## src/rtl/gate_selftest_seq.sv

```systemverilog
// Self-test sequencer for the 4-in/2-out gate unit.
// Walks all 16 input vectors into the unit, waits a programmable settle time,
// and compares the unit's outputs against out[0]=in0&in1, out[1]=in2|in3.
// Reports pass/fail, a saturating mismatch count and the first failing vector.
module gate_selftest_seq #(
    parameter int unsigned SETTLE_CYC = 1,
    parameter int unsigned ERR_W      = 5
) (
    input  logic             clk,
    input  logic             rst,
    input  logic             start,
    output logic [3:0]       dut_in,
    input  logic [1:0]       dut_out,
    output logic             busy,
    output logic             done,
    output logic             pass,
    output logic [ERR_W-1:0] err_cnt,
    output logic [3:0]       first_err_vec,
    output logic             first_err_valid
);

    localparam int unsigned VEC_W = 4;
    localparam int unsigned CNT_W = 4;
    localparam int unsigned OUT_W = 2;

    localparam logic [VEC_W-1:0] VEC_LAST  = '1;
    localparam logic [ERR_W-1:0] ERR_MAX   = '1;
    localparam logic [CNT_W-1:0] SETTLE_LD = CNT_W'(SETTLE_CYC);
    // A zero settle time skips WAIT entirely.
    localparam bit               HAS_WAIT  = (SETTLE_CYC != 0);

    typedef enum logic [2:0] {
        S_IDLE,
        S_DRIVE,
        S_WAIT,
        S_CHECK,
        S_DONE
    } state_t;

    state_t           state;
    state_t           state_nxt;

    logic [VEC_W-1:0] vec;
    logic [VEC_W-1:0] vec_nxt;
    logic [CNT_W-1:0] settle_cnt;
    logic [CNT_W-1:0] settle_cnt_nxt;

    logic [VEC_W-1:0] dut_in_nxt;
    logic             busy_nxt;
    logic             done_nxt;
    logic             pass_nxt;
    logic [ERR_W-1:0] err_cnt_nxt;
    logic [VEC_W-1:0] first_err_vec_nxt;
    logic             first_err_valid_nxt;

    logic [OUT_W-1:0] exp_c;
    logic             mismatch_c;
    logic [ERR_W-1:0] err_inc_c;

    // Golden gate response for the vector currently under test.
    always_comb begin
        exp_c      = {vec[2] | vec[3], vec[0] & vec[1]};
        mismatch_c = (dut_out != exp_c);
        err_inc_c  = (err_cnt == ERR_MAX) ? err_cnt : (err_cnt + ERR_W'(1));
    end

    // State register and all registered outputs.
    always_ff @(posedge clk) begin
        if (rst) begin
            state           <= S_IDLE;
            vec             <= '0;
            settle_cnt      <= '0;
            dut_in          <= '0;
            busy            <= 1'b0;
            done            <= 1'b0;
            pass            <= 1'b0;
            err_cnt         <= '0;
            first_err_vec   <= '0;
            first_err_valid <= 1'b0;
        end else begin
            state           <= state_nxt;
            vec             <= vec_nxt;
            settle_cnt      <= settle_cnt_nxt;
            dut_in          <= dut_in_nxt;
            busy            <= busy_nxt;
            done            <= done_nxt;
            pass            <= pass_nxt;
            err_cnt         <= err_cnt_nxt;
            first_err_vec   <= first_err_vec_nxt;
            first_err_valid <= first_err_valid_nxt;
        end
    end

    // Next-state and next-output logic; results hold unless a state updates them.
    always_comb begin
        state_nxt           = state;
        vec_nxt             = vec;
        settle_cnt_nxt      = settle_cnt;
        dut_in_nxt          = dut_in;
        busy_nxt            = busy;
        done_nxt            = 1'b0;
        pass_nxt            = pass;
        err_cnt_nxt         = err_cnt;
        first_err_vec_nxt   = first_err_vec;
        first_err_valid_nxt = first_err_valid;

        case (state)
            S_IDLE: begin
                if (start) begin
                    state_nxt           = S_DRIVE;
                    vec_nxt             = '0;
                    dut_in_nxt          = '0;
                    busy_nxt            = 1'b1;
                    pass_nxt            = 1'b0;
                    err_cnt_nxt         = '0;
                    first_err_vec_nxt   = '0;
                    first_err_valid_nxt = 1'b0;
                end
            end

            S_DRIVE: begin
                settle_cnt_nxt = SETTLE_LD;
                state_nxt      = HAS_WAIT ? S_WAIT : S_CHECK;
            end

            S_WAIT: begin
                settle_cnt_nxt = settle_cnt - CNT_W'(1);
                if (settle_cnt <= CNT_W'(1)) begin
                    state_nxt = S_CHECK;
                end
            end

            S_CHECK: begin
                if (mismatch_c) begin
                    err_cnt_nxt = err_inc_c;
                    if (!first_err_valid) begin
                        first_err_vec_nxt   = vec;
                        first_err_valid_nxt = 1'b1;
                    end
                end
                if (vec == VEC_LAST) begin
                    // pass is settled on entry so it is valid alongside done.
                    state_nxt = S_DONE;
                    busy_nxt  = 1'b0;
                    done_nxt  = 1'b1;
                    pass_nxt  = mismatch_c ? 1'b0 : (err_cnt == '0);
                end else begin
                    state_nxt  = S_DRIVE;
                    vec_nxt    = vec + VEC_W'(1);
                    dut_in_nxt = vec + VEC_W'(1);
                end
            end

            S_DONE: begin
                state_nxt  = S_IDLE;
                dut_in_nxt = '0;
            end

            default: begin
                state_nxt = S_IDLE;
            end
        endcase
    end

endmodule
```

## config.mk

```make
export PLATFORM = sky130hd
export DESIGN_NAME = gate_selftest_seq
export DESIGN_NICKNAME = d
export VERILOG_FILES = /design/src/rtl/gate_selftest_seq.sv
export SDC_FILE = /design/constraint.sdc
export NUM_CORES = 1
export LEC_CHECK = 0
export ABC_AREA = 1
export CAP_MARGIN = 25
export CORE_MARGIN = 2
export CORE_UTILIZATION = 35
export CTS_CLUSTER_DIAMETER = 60
export DETAILED_ROUTE_END_ITERATION = 12
export PLACE_DENSITY_LB_ADDON = 0.08
export SETUP_SLACK_MARGIN = 0.4
export SYNTH_ARGS = -nofsm -noshare
export SYNTH_HDL_FRONTEND = slang
export SYNTH_SLANG_ARGS = --single-unit
```

## constraint.sdc

```tcl
create_clock -name clk -period 1.8 [get_ports clk]
set_input_delay 0.18 -clock clk [delete_from_list [all_inputs] [get_ports clk]]
set_output_delay 0.18 -clock clk [all_outputs]
set_load 0.1 [all_outputs]
```

==> metrics.txt, run 1 <==
outcome=completed; worst-path maximum fanout=6; synthesized area=around 0.0015 mm²; Routed Antenna Nets=0; Core Area=approximately 0.0041 mm²; fmax=between 700 and 800 MHz; total negative slack=0 ns; Avg Vias per Cell=between 4 and 5; Clock transition at path regs=0.10 ns; Syn Area/Cell=between 7 and 8 µm²; FF-to-FF path depth=9; routed wire length=~3.3 mm; DR WL/cell=~12 µm; reg2reg setup slack=~0.47 ns; layout cells sized above 1=around a third; total track usage=approximately 13%; vias in the first global route=~1,200; worst hold stages=2; first-pass GRT wire length=approximately 5.3 mm; clock root buffer=clkbuf_8; maximum clock path buffer count=2; DP HPWL=2.27 mm; Syn. warnings=0; PD cells=946 mW/mm²; Slowest-stage cell, CP=dfxtp_4; DRT met1 WL=approximately 1.6 mm; Vias=between 1,000 and 1,500; uppermost layer routed=met4; GPL Wtd Cong=between 0.7 and 0.8; WHS Endpoint=settle_cnt[1]; DIE AREA=0.00484 mm²; Primary FF master, synth=dfxtp_1; Critical Path RT=a little under 2 ns; FF+latch area=593 µm²; cells after synthesis=just over 200; PortBufs=21; pin count of the biggest net entering global routing=18; # diodes=0; total length of routed met3 wires=approximately 76 µm; CP Data Arrival Time=about 1.5 ns; VDD IR max=approximately 0.00034 V; area of the multi-input gates=898 µm²; RSZ-0062 raised after global routing=true; reg2reg start=err_cnt[0]; area delta synth->final=31.1%; clk sink count=28; Max-cap violations=0; EDFF count, synth=0; commonest non-fill, non-tap cell in the layout=nand2_1; Tcrit/Tclk final=74.2%; # IOs=22; Lkg Pwr=0.000859 µW; register area share after synthesis=a little under two fifths; Critical Path Start=err_cnt[0]; fin. max-slew vios=0; Hold WC Path Type=register to register; CP startpoint kind=register; Starting Density=37.1%; CP Capture Type=register; initial DRC count=55; Setup Skew=between 0.002 and 0.003 ns; Hold Crit Start=settle_cnt[1]; Post-synth ARST share=0%; synth unique cells=28; Mapped Nets=roughly 220; CTS tree=done; CP peak stage delay=roughly 0.38 ns; Util after Layout=between 40 and 50%; # hold bufs at CTS=0; final hold vios=0; Die Y=around 70 µm; CP Cell Sequence=ha_4 > nand2_1 > nor2_1 > ha_2 > nand2_8 > nand3_4 > nand2_1 > nand2_1 > nor2_1; DRC errors left=0; most frequent CP cell=nand2_1; met2 WL=1.64 mm; Tightest Pin Transition=0.379 ns; die width=69.6 µm; Period minus WS final=between 1 and 1.5 ns; DRT Pass-1 Iters=4; grt ovf=0; H-tree Lvls=1; Synth Register Bits=28; Worst slew margin=between 70% and 80%; Setup violations, final=0; Clk Latency, worst-skew pair=roughly 0.28 ns; worst reg2reg endpoint=err_cnt[0]; Layout fillers=between 400 and 500; Rows=23; initial antenna violation count=0; CTS buffer count=3; Crit Path Category=register to register; NumNets Final=between 200 and 300; most frequent cells in the layout=nand2_1 (47), buf_4 (28), nor2_1 (26)
==> routing by layer <==
metal	up-vias	global-route usage, %
met3	2	2.33
met2	16	22.0
met4	0	5.23
met5	-	0
li1	715	-
met1	592	17.4
==> cells in the mapped netlist, types with 2 or more instances <==
cell type | number | area share, %
nand3_1 | 7 | 2.3
inv_2 | 3 | 0.75
nor2_1 | 28 | 7.0
o21ai_0 | 3 | 1.0
clkbuf_1 | 2 | 0.50
nand2_4 | 2 | 1.5
dfxtp_1 | 28 | 37
nand3_4 | 3 | 3.5
nor2_4 | 2 | 1.5
ha_1 | 6 | 5.0
nand2_1 | 52 | 13
nand3_2 | 2 | 1.3
nand2_8 | 2 | 2.7
inv_1 | 24 | 6.0
nand4_1 | 5 | 2.1
or2_2 | 3 | 1.2
a21oi_1 | 20 | 6.7
nor3_1 | 2 | 0.67
==> cell type report <==
type                            count  share of cell area [%]
Multi-Input combinational cell    147                    45.6
Sequential cell                    28                    30.1
Timing Repair Buffer               33                    13.3
Inverter                           27                    5.14
Tap cell                           50                    3.17
Clock buffer                        4                    2.79
==> stage by stage <==
stage          worst slack (ns)  power [µW]  std cells  hold WS [ns]  area (µm²)
2_1_floorplan             0.302        1300        204         0.424        1540
3_3_place_gp              0.341        1420        272         0.451        1750
3_5_place_dp              0.319        1430        272         0.455        1750
4_1_cts                   0.401        1840        279         0.470        1840
5_1_grt                   0.380        1980        289         0.491        1970
6_report                  0.465        1870        289         0.466        1970
==> how the worst max path moves through the flow <==
stage	endpoint	slack [ns]	cells after the start
2_1_floorplan	err_cnt[0]	0.30	9
3_3_place_gp	dut_in[1]	0.34	7
3_5_place_dp	dut_in[2]	0.32	7
4_1_cts	first_err_vec[2]	0.40	6
5_1_grt	err_cnt[1]	0.38	9
6_report	err_cnt[0]	0.47	9
==> cell families (layout without fill, tap and decap cells) <==
kind of cell             Yosys count  count (layout)  synth area share [%]
buffers and inverters             31              64                  8.49
flip-flops                        28              28                  37.3
adder cells (fa/ha/maj)            6               6                  4.99
AND/OR/NAND/NOR                  111             113                  39.0
AO/OA/AOI/OAI                     27              27                  9.65
XOR/XNOR                           1               1                 0.582
==> state kept, by name (all words and copies together), names as in the netlist <==
| name | flops |
|---|---|
| pass | 1 |
| vec | 4 |
| done | 1 |
| first_err_valid | 1 |
| dut_in | 4 |
| state | 3 |
| busy | 1 |
| settle_cnt | 4 |
| err_cnt | 5 |
| first_err_vec | 4 |
==> repair_timing <==
action                     in CTS  in global routing
buffers inserted                3                  8
setup endpoints to repair      17                 17
gates cloned                    0                  2
gates resized for setup         5                 18
pin swaps                       3                 12
==> worst max-delay path: cells and delay by family, from the launching register on <==
family / cells / cell delay, ns
flip-flops: 1 / 0.38
AND/OR/NAND/NOR: 7 / 0.47
adder cells (fa/ha/maj): 2 / 0.39
==> power breakdown <==
part | switching (µW) | internal, µW
combinational | 514 | 218
clock | 200 | 196
sequential | 56.5 | 681
No activity file was read; power rests on OpenSTA's default activity.
==> inputs of run 2 (changes only) <==
- clock period: 1.8 -> 1.35 ns (I/O delays scaled with it)
==> metrics.txt, run 2 (same netlist as run 1, synthesis figures left out) <==
CP Capture Type=register; VDD IR max=0.000575 V (+71%); # hold bufs at CTS=0 (unchanged); area post-placement=0.00215 mm² (+23%); Vias=1,418 (+7.0%); DP HPWL=2.41 mm (+6.0%); initial antenna violation count=0 (unchanged); CTS tree=done; Die Y=69.6 µm (unchanged); # IOs=22 (unchanged); area delta synth->final=67.4%; Core Area=0.00406 mm² (unchanged); Crit Path Category=register to register; CP Data Arrival Time=1.50 ns (about the same); Clk Latency, worst-skew pair=0.27 ns (about the same); final hold vios=0 (unchanged); PD cells=1140 mW/mm² (+21%); Lkg Pwr=0.00102 µW (+19%); H-tree Lvls=1 (unchanged); setup ws final=0.0257 ns (-0.440 ns); clk sink count=28 (unchanged); maximum clock path buffer count=2 (unchanged); most frequent cells in the layout=nand2_1 (35), nor2_1 (22), inv_1 (18), buf_12 (18), buf_4 (18); CP startpoint kind=register; vias in the first global route=1,371 (+15%); # diodes=0 (unchanged); CTS buffer count=3 (unchanged); Largest Register=err_cnt; outcome=completed; die width=69.6 µm (unchanged); routed wire length=3.56 mm (+6.7%); GPL Wtd Cong=0.818 (+2.3%); total track usage=15.1% (+1.7 points); DRT Pass-1 Iters=4 (unchanged); Max-cap violations=0 (unchanged); Rows=23 (unchanged); fin. max-slew vios=0 (unchanged); RSZ-0062 raised after global routing=true; fmax=755 MHz (+0.79%); DIE AREA=0.00484 mm² (unchanged); PortBufs=21 (unchanged); initial DRC count=82 (+49%); layout cells sized above 1=55.4% (+22 points); Tightest Pin Transition=0.244 ns (-0.135 ns); NumNets Final=263 (+4.8%); max reg flops=5 (unchanged); Worst slew margin=83.7% (+9.0 points); Setup Skew=0.00608 ns (+0.00310 ns); Final Cell Area=0.00252 mm² (+28%); pin count of the biggest net entering global routing=18 (unchanged); first-pass GRT wire length=6.00 mm (+13%); commonest non-fill, non-tap cell in the layout=nand2_1; DR WL/cell=11.8 µm (+2.4%); Avg Vias per Cell=4.71 (+2.8%); Routed Antenna Nets=0 (unchanged); Placement Setup Slack=-0.0998 ns (-0.419 ns); DRC errors left=0 (unchanged); Starting Density=37.1% (unchanged); Tcrit/Tclk final=98.1% (+24 points); worst-path maximum fanout=8 (+2); Hold WC Path Type=register to register; Period minus WS final=1.32 ns (-0.0104 ns); Setup violations, final=0 (unchanged); Critical Path RT=1.53 ns (-0.45 ns); Clock transition at path regs=0.10 ns (about the same); clock root buffer=clkbuf_8; grt ovf=0 (unchanged)
run 2: layer usage:
metal  vias up  track usage (%)  part of all wire (%)
met1       650             19.3                    45
met5         -                0                     0
met2        20             26.0                    51
li1        744                -                     -
met4         0             3.92                  0.87
met3         4             2.76                   2.6
run 2: worst max-delay path, cell delays in order (launching register included):
cell and delay [ns]:
dfxtp_4 0.38, inv_4 0.09, nand3_4 0.14, nor2_4 0.20, nand2_8 0.08, nand3_4 0.13, nand2_1 0.09, nand2_1 0.07
nor2_1 0.04
run 2: repair_timing:
action / in CTS / in global routing
pin swaps: 12 / 20
resized for setup: 16 / 38
buffers inserted: 7 / 9
cloned: 0 / 1
setup endpoints to repair: 43 / 44
endpoints found under the hold margin: 0 / 0
run 2: report_power, final:
group	switching (µW)	internal [µW]
clock network	270	323
logic	764	500
registers	105	913
total	1140	1740
run 2: path summary, 6_finish.rpt:
check | cells after the start | slack [ns] | from | to
max | 8 | 0.03 | state[2] | first_err_vec[3]
min | 2 | 0.48 | dut_in[3] | dut_in[3]
max reg2reg | 8 | 0.03 | state[2] | first_err_vec[3]
min reg2reg | 2 | 0.48 | dut_in[3] | dut_in[3]
run 2: area by class of cell:
type	count	area (µm²)
fill	343	1540
multi-input combinational	146	1050
sequential	28	624
timing repair buffer	46	603
inverter	27	106
clock buffer	4	66.3
tap	50	62.6
run 2: stage by stage:
step / TNS (ns) / std cells / utilization (%) / total power [µW] / hold WS, ns
CTS: 0 / 291 / 57.1 / 2800 / 0.489
global route: -0.172 / 301 / 62.0 / 3030 / 0.505
detailed placement: -0.482 / 280 / 53.1 / 2160 / 0.474
finish: 0 / 301 / 62.0 / 2870 / 0.477
global placement: -0.316 / 280 / 53.1 / 2150 / 0.469
floorplan: -0.698 / 204 / - / 1810 / 0.331
